## config.mk

```make
export PLATFORM = sky130hd
export DESIGN_NAME = reu_dma_seq
export DESIGN_NICKNAME = d
export VERILOG_FILES = /design/src/rtl/reu_dma_seq.sv
export SDC_FILE = /design/constraint.sdc
export NUM_CORES = 1
export LEC_CHECK = 0
export CAP_MARGIN = 25
export CORE_UTILIZATION = 25
export CTS_BUF_LIST = sky130_fd_sc_hd__clkbuf_8 sky130_fd_sc_hd__clkbuf_16
export DETAILED_ROUTE_END_ITERATION = 10
export PLACE_DENSITY = 0.59
export SLEW_MARGIN = 25
export SYNTH_ARGS = -nofsm -noshare
export SYNTH_HDL_FRONTEND = slang
export SYNTH_SLANG_ARGS = --single-unit
```

## constraint.sdc

```tcl
create_clock -name i_PHI2 -period 1.5 [get_ports i_PHI2]
set_input_delay 0.45 -clock i_PHI2 [delete_from_list [all_inputs] [get_ports i_PHI2]]
set_output_delay 0.45 -clock i_PHI2 [all_outputs]
set_load 0.02 [all_outputs]
```

## src/rtl/reu_dma_seq.sv

```systemverilog
// reu_dma_seq -- REU DMA sequencer.
// Takes a start request and transfer type from the REU register block.
// Sequences C64 bus cycles and SDRAM request/acknowledge handshakes one byte
// at a time, and returns per-byte advance strobes and end/status pulses.
// The byte data itself moves through an external datapath; this block only
// drives the control strobes for it.
// All state changes on the falling edge of PHI2.
//
// Ports:
//   i_PHI2          C64 PHI2 clock (falling edge active)
//   i_Reset         synchronous active-high reset
//   i_Execute       start request
//   i_XferType      00 stash, 01 fetch, 10 swap, 11 verify
//   i_Length1       remaining length == 1
//   i_BA            C64 bus available (0 = VIC owns the bus)
//   i_RAMAck        one-cycle SDRAM completion pulse
//   i_DataEqual     C64Data == RAMData
//   o_DMA           request C64 bus
//   o_C64Rd/o_C64Wr C64 read / write strobes
//   o_RAMReq/o_RAMWr SDRAM request and direction
//   o_IncCA/o_IncREUA/o_DecLen  per-byte advance strobes
//   o_XferEnd, o_SetEndOfBlock, o_SetVerifyErr  one-cycle pulses
//   o_Busy          sequencer not idle
module reu_dma_seq #(
  parameter int ARM_CYCLES = 1
) (
  input  logic       i_PHI2,
  input  logic       i_Reset,
  input  logic       i_Execute,
  input  logic [1:0] i_XferType,
  input  logic       i_Length1,
  input  logic       i_BA,
  input  logic       i_RAMAck,
  input  logic       i_DataEqual,
  output logic       o_DMA,
  output logic       o_C64Rd,
  output logic       o_C64Wr,
  output logic       o_RAMReq,
  output logic       o_RAMWr,
  output logic       o_IncCA,
  output logic       o_IncREUA,
  output logic       o_DecLen,
  output logic       o_XferEnd,
  output logic       o_SetEndOfBlock,
  output logic       o_SetVerifyErr,
  output logic       o_Busy
);

  localparam logic [2:0] S_IDLE  = 3'd0;
  localparam logic [2:0] S_ARM   = 3'd1;
  localparam logic [2:0] S_C64RD = 3'd2;
  localparam logic [2:0] S_C64WR = 3'd3;
  localparam logic [2:0] S_RAMRD = 3'd4;
  localparam logic [2:0] S_RAMWR = 3'd5;
  localparam logic [2:0] S_ADV   = 3'd6;
  localparam logic [2:0] S_DONE  = 3'd7;

  localparam logic [1:0] T_STASH  = 2'b00;
  localparam logic [1:0] T_FETCH  = 2'b01;
  localparam logic [1:0] T_SWAP   = 2'b10;
  localparam logic [1:0] T_VERIFY = 2'b11;

  localparam logic [1:0] ARM_LOAD = 2'(ARM_CYCLES);

  logic [2:0] r_state;
  logic [2:0] w_next;
  logic [1:0] r_type;
  logic [1:0] r_arm;
  logic [2:0] w_first;
  logic       w_mismatch;

  // Stash starts by reading the C64; every other type reads SDRAM first.
  assign w_first    = (r_type == T_STASH) ? S_C64RD : S_RAMRD;
  assign w_mismatch = (r_type == T_VERIFY) && !i_DataEqual;

  // The step after a bus cycle depends only on the current state and the
  // latched type, so no separate step counter is needed.
  always_comb begin
    w_next = r_state;
    case (r_state)
      S_IDLE:  if (i_Execute) w_next = S_ARM;
      S_ARM:   if (r_arm <= 2'd1) w_next = w_first;
      S_C64RD: if (i_BA) w_next = (r_type == T_VERIFY) ? S_ADV : S_RAMWR;
      S_C64WR: if (i_BA) w_next = S_ADV;
      S_RAMRD: if (i_RAMAck) w_next = (r_type == T_FETCH) ? S_C64WR : S_C64RD;
      S_RAMWR: if (i_RAMAck) w_next = (r_type == T_SWAP) ? S_C64WR : S_ADV;
      S_ADV:   w_next = (w_mismatch || i_Length1) ? S_DONE : w_first;
      S_DONE:  w_next = S_IDLE;
      default: w_next = S_IDLE;
    endcase
  end

  always_ff @(negedge i_PHI2) begin
    if (i_Reset) begin
      r_state <= S_IDLE;
      r_type  <= T_STASH;
      r_arm   <= 2'd0;
    end else begin
      r_state <= w_next;
      if (r_state == S_IDLE && i_Execute) begin
        r_type <= i_XferType;
        r_arm  <= ARM_LOAD;
      end else if (r_state == S_ARM && r_arm != 2'd0) begin
        r_arm <= r_arm - 2'd1;
      end
    end
  end

  // C64 strobes are qualified by BA so nothing hits the bus while VIC owns it.
  assign o_DMA           = (r_state != S_IDLE) && (r_state != S_DONE);
  assign o_C64Rd         = (r_state == S_C64RD) && i_BA;
  assign o_C64Wr         = (r_state == S_C64WR) && i_BA;
  assign o_RAMReq        = (r_state == S_RAMRD) || (r_state == S_RAMWR);
  assign o_RAMWr         = (r_state == S_RAMWR);
  assign o_IncCA         = (r_state == S_ADV);
  assign o_IncREUA       = (r_state == S_ADV);
  assign o_DecLen        = (r_state == S_ADV);
  assign o_SetVerifyErr  = (r_state == S_ADV) && w_mismatch;
  // End of block is flagged on the last byte whether or not verify failed.
  assign o_SetEndOfBlock = (r_state == S_ADV) && i_Length1;
  assign o_XferEnd       = (r_state == S_DONE);
  assign o_Busy          = (r_state != S_IDLE);

endmodule

```

==> results.sh <==
export IMPL_remaining_drc_errors=0
export IMPL_hpwl_mm=1.32
export IMPL_clock_insertion_delay_worst_skew_ns=0.29
export IMPL_post_synth_top_count_cell="nor2_1"
export IMPL_synth_edf_count=0
export IMPL_port_buffers=20
export IMPL_fp_dieW_microns=49.7
export IMPL_clock_pin_slew_reported_for_the_worst_setup_and_hold_paths_after_clock_tree_synthesis_ns=0.03
export IMPL_cp_startpoint_kind="flip-flop"
export IMPL_postSynthCellCount=80
export IMPL_grt_start_max_net_pins=9
export IMPL_track_usage=0.176
export IMPL_core_sq_um=2040
export IMPL_layout_setup_ws_ns=-0.973
export IMPL_ys_top_cells_by_count="nor2_1 (9), nand2_1 (8), a21oi_1 (7), dfxtp_1 (7), inv_1 (6)"
export IMPL_number_of_global_route_vias_before_repair=777
export IMPL_ff2ff_setup_slack_ns=-0.14
export IMPL_power_density_nw_per_um2=1120
export IMPL_ys_flop_type="dfxtp_1"
export IMPL_die_height_microns=49.7
export IMPL_design_portCount=21
export IMPL_synthesis_area_per_instance_sq_um=7.12
export IMPL_hold_buffers=0
export IMPL_timing_final_setup_violations=18
export IMPL_cts_sinks=7
export IMPL_hold_path_end="r_arm[0]$_SDFFE_NP0P_"
export IMPL_tritoncts="yes"
export IMPL_worstPathArrival_ns=2.02
export IMPL_static_leakage_power_nw=0.669
export IMPL_first_pass_iters=5
export IMPL_place_detailed_instances=143
export IMPL_ctsRootBufferMaster="clkbuf_8"
export IMPL_cts_path_max_buffers=2
export IMPL_power_w=0.00156
export IMPL_crit_fanout=3
export IMPL_layoutNonFillerInstCount=172
export IMPL_rr_worst_depth=6
export IMPL_cts_buffers=3
export IMPL_detailroute_via_count=796
export IMPL_cap_viol_max_count=0
export IMPL_synthDominantCellAreaShare=0.246
export IMPL_type_of_the_setup_path_with_the_least_slack="flip-flop to primary output"
export IMPL_avgRoutedWirePerCell_microns=12.3
export IMPL_final_nets=157
export IMPL_drt_vias_per_instance=4.63
export IMPL_ir_worst_vdd_uv=907
export IMPL_postSynthNetCount=91
export IMPL_r2r_end="r_state[0]$_SDFFE_NP0P_"
export IMPL_end_kind="primary output"
export IMPL_min_delay_path_depth=2
export IMPL_synth_seq_cells=7
export IMPL_netlist_top_cell_by_area="dfxtp_1"
export IMPL_worstHoldStart="r_arm[0]$_SDFFE_NP0P_"
export IMPL_relSlewSlack=0.751
export IMPL_grt_first_pass_wirelength_mm=3.28
export IMPL_slew_violations=0
export IMPL_setup_repair_after_global_routing_missed_its_margin="yes"
export IMPL_wirelength_mm=2.12
export IMPL_num_rows=16
export IMPL_worst_slew_pin_slew_ns=0.373
export IMPL_failed_checks="setup timing"
export IMPL_worst_ep_required_time_ns=1.05
export IMPL_number_of_antenna_violations_at_the_first_check_in_global_routing=0
export IMPL_gp_congestion=0.745
export IMPL_layout_filler_cells=180
export IMPL_hold_viol=0
export IMPL_outcome="finished with violations"
export IMPL_area_delta_synth_final_pct=145
export IMPL_synth_warnings=0
export IMPL_skew_ns=0.00490
export IMPL_r2r_start="r_state[2]$_SDFFE_NP0P_"
export IMPL_synth_top_cells_by_area="dfxtp_1 (25%), a21oi_1 (6.2%), nor2_1 (5.9%), nand2_1 (5.3%), ha_1 (4.4%)"
export IMPL_detail_route_iter0_violations=14
export IMPL_die_outline_area_sq_um=2470
export IMPL_route_antenna_remaining_nets=0
export IMPL_diodes=0
export IMPL_hp_class="flip-flop to flip-flop"
export IMPL_synth_yosys_seq_area_share=0.246
export IMPL_initial_utilization=0.279
export IMPL_synth_cell_type_count=31
export IMPL_netlist_area_sq_um=569
export IMPL_async_reset_ff_frac=0
export IMPL_gr_total_overflow=0
export IMPL_cts_htree_levels=1
export IMPL_post_route_cells_drive_above_1_share=0.655
[worst max-delay path: stages, from the launching register on]
cell	delay, ns
dfxtp_4	0.34
buf_6	0.11
nor3_4	0.23
buf_4	0.16
inv_2	0.03
buf_6	0.11
[power breakdown]
part	total (W)	internal (W)	leakage [nW]	switching, W
combinational	0.000942	0.000525	0.545	0.000417
clock	0.000333	0.000203	0.0642	0.000129
sequential	0.000288	0.000227	0.0595	0.0000610
[flip-flops by register name, indices dropped and copies added, names as in the netlist]
register	cells
r_type	2
r_arm	2
r_state	3
[kinds of logic after synthesis]
| family | synth area share |
|---|---|
| XOR/XNOR | 0.0154 |
| adder cells (fa/ha/maj) | 0.0439 |
| AO/OA/AOI/OAI | 0.229 |
| AND/OR/NAND/NOR | 0.365 |
| buffers and inverters | 0.101 |
| flip-flops | 0.246 |
[through the flow]
step | TNS (ns) | setup WS, ns | hold WS (ns) | area, sq um | util
after global routing | -12.34 | -1.01 | 0.604 | 1390 | 0.682
after CTS | -10.99 | -0.975 | 0.593 | 1290 | 0.632
final | -11.52 | -0.973 | 0.588 | 1390 | 0.682
after floorplan | -7.25 | -0.612 | 0.505 | 707 | -
after global placement | -17.45 | -1.05 | 0.581 | 1040 | 0.510
after detailed placement | -17.78 | -1.08 | 0.589 | 1040 | 0.510
[timing repair]
item	CTS	global route
setup buffers	13	8
gates resized for setup	116	17
pin swaps	15	13
setup endpoints to repair	19	19
[worst max path at each step]
stage,startpoint,end,slack (ns),depth (start not counted)
detailed placement,r_state[0]$_SDFFE_NP0P_,o_C64Rd,-1.08,3
global placement,r_state[1]$_SDFFE_NP0P_,o_SetEndOfBlock,-1.05,4
floorplan,r_state[2]$_SDFFE_NP0P_,o_RAMWr,-0.61,3
CTS,r_state[2]$_SDFFE_NP0P_,o_Busy,-0.97,5
global route,r_state[1]$_SDFFE_NP0P_,o_Busy,-1.01,5
finish,r_state[1]$_SDFFE_NP0P_,o_Busy,-0.97,5
[per-layer routing]
| layer | vias up | GRT usage | part of all wire |
|---|---|---|---|
| met5 | - | 0 | 0 |
| met4 | 0 | 0.0762 | 0 |
| met3 | 0 | 0.0463 | 0.031 |
| met2 | 19 | 0.324 | 0.55 |
| met1 | 369 | 0.183 | 0.41 |
| li1 | 408 | - | - |
[cells in the final DEF, fill, tap and decap left out, types with 2 or more instances in the layout]
cell type / count
nor3_1: 2
ha_1: 2
buf_6: 28
inv_1: 10
nand2b_1: 3
and2_4: 3
nor3_4: 3
inv_2: 2
buf_4: 29
nor2b_1: 3
nand2_2: 2
dfxtp_4: 3
nor2_1: 4
clkbuf_8: 3
nand3_1: 2
nor2_4: 4
a21oi_1: 5
a21oi_2: 2
nand2_1: 2
dlygate4sd2_1: 2
nand2_4: 4
dfxtp_1: 4
[cell type report]
cell class                      instances  area [sq um]  share of cell area
Clock buffer                            3          41.3              0.0296
Sequential cell                         7           151               0.109
Tap cell                               27          33.8              0.0243
Inverter                                5          23.8              0.0171
Clock inverter                          8          30.0              0.0216
Multi-Input combinational cell         61           546               0.392
Timing Repair Buffer                   61           567               0.407
Power figures use the tool's default switching activity.
==> patch, RTL diff (config.mk and constraints unchanged) <==
Reset style: asynchronous (`i_Reset`), changed in one clocked block. Comments in the files are not updated.
--- a/src/rtl/reu_dma_seq.sv
+++ b/src/rtl/reu_dma_seq.sv
@@ -91,5 +91,5 @@
   end
 
-  always_ff @(negedge i_PHI2) begin
+  always_ff @(negedge i_PHI2 or posedge i_Reset) begin
     if (i_Reset) begin
       r_state <= S_IDLE;
Formal check against the unedited RTL: differs if i_Reset is asserted again (counterexample within 4 cycles, from zero or initial values and one cycle with i_Reset high); with i_Reset held inactive, the same outputs for 10 cycles.
==> patch against the unedited design <==
- sequential cell count unchanged
- sequential share of layout area up 1.7 points
- synthesized area up 13%
- worst setup slack worse by 54 ps
- register-to-register slack worse by 50 ps
- utilization down 11 points
- critical path type unchanged
- the run still ends with setup timing left
- final area up 0.36%
- routed wire length down 0.24%
Power is not compared: it rests on default switching activity, and its combinational part moved more than twofold at a synthesized area within 25%.
==> patch: results (changes against the unedited design) <==
{
  "count_of_placed_standard_cells_including_taps": {"value": 146, "change": "+2.1%"},
  "average_vias_per_placed_instance": {"value": 4.78, "change": "+3.3%"},
  "grt.met3_usage": {"value": 2.90, "unit": "%", "change": "-1.7 points"},
  "critPathMaxFanout": {"value": 4, "change": "+1"},
  "grt.total_usage": {"value": 16.6, "unit": "%", "change": "-0.92 points"},
  "postPlaceCellArea": {"value": 1130, "unit": "um2", "change": "+8.8%"},
  "post_synth_num_cell_types": {"value": 38, "change": "+23%"},
  "finalWorstSetupSlack": {"value": -1030, "unit": "ps", "change": "-54.2 ps"},
  "resized_cells_post_cts": {"value": 123, "change": "+6.0%"},
  "grt_max_degree": {"value": 11, "change": "+2"},
  "grt_first_pass_wirelength": {"value": 3.31, "unit": "mm", "change": "+0.85%"},
  "run_status": {"value": "finished, violations left"},
  "violations": {"value": "setup timing"},
  "layout-drive-gt1-share": {"value": 68.7, "unit": "%", "change": "+3.2 points"},
  "synth.avg_cell_area": {"value": 8.46, "unit": "um2", "change": "+19%"},
  "tns": {"value": -13460, "unit": "ps", "change": "-1940 ps"},
  "worstReg2RegEnd": {"value": "r_state[0]"},
  "via_count": {"value": 770, "change": "-3.3%"},
  "mappedNetlistNets": {"value": 87, "change": "-4.4%"},
  "met2_usage": {"value": 28.7, "unit": "%", "change": "-3.7 points"},
  "sequential_to_total_area_share_from_yosys_stat": {"value": 27.2, "unit": "%", "change": "+2.6 points"},
  "routed_wirelength": {"value": 2.11, "unit": "mm", "change": "-0.24%"},
  "fillers": {"value": 202, "change": "+12%"},
  "drt_first_iter_violations": {"value": 16, "change": "+2"},
  "flow.area_growth_from_synthesis": {"value": 117, "unit": "%"},
  "grt_util_met1": {"value": 20.7, "unit": "%", "change": "+2.4 points"},
  "clk_latency": {"value": 260, "unit": "ps", "change": "-30 ps"},
  "final-setup-viol-count": {"value": 19, "change": "+1"},
  "critical_path.startpoint": {"value": "r_state[2]"},
  "synth_mux_area_share": {"value": 6.81, "unit": "%", "change": "+6.8 points"},
  "yosys-top-cells-count": {"value": "7 x sky130_fd_sc_hd__dfrtn_1, 6 x sky130_fd_sc_hd__nor2_1, 5 x sky130_fd_sc_hd__inv_1"}
}
patch: changes by cell type after synthesis, sizes merged, moves of 4 or more:
cell / delta
nand2: -4
nor3: -4
a21oi: -4
dfrtn: +7
dfxtp: -7
patch: per-layer routing:
metal,vias to the layer above,share of wire (%)
met1,366,44
met5,-,0
met2,19,52
li1,383,-
met4,0,0.52
met3,2,3.2
patch: area by class of cell:
type                    instances  share of cell area (%)
clock buffers                   3                    2.95
well taps                      30                    2.69
repair buffers                 59                    40.3
flip-flops and latches          7                    12.5
clock inverters                 1                   0.358
multi-input cells              56                    39.8
inverters                       5                    1.34
patch: worst min-delay path by stage:
stage,startpoint,endpoint,depth (start not counted)
6_report,r_arm[1],r_arm[1],2
5_1_grt,r_arm[1],r_arm[1],2
4_1_cts,r_arm[1],r_arm[1],2
3_5_place_dp,r_arm[1],r_arm[1],2
3_3_place_gp,r_arm[1],r_arm[1],2
2_1_floorplan,r_arm[1],r_arm[1],1
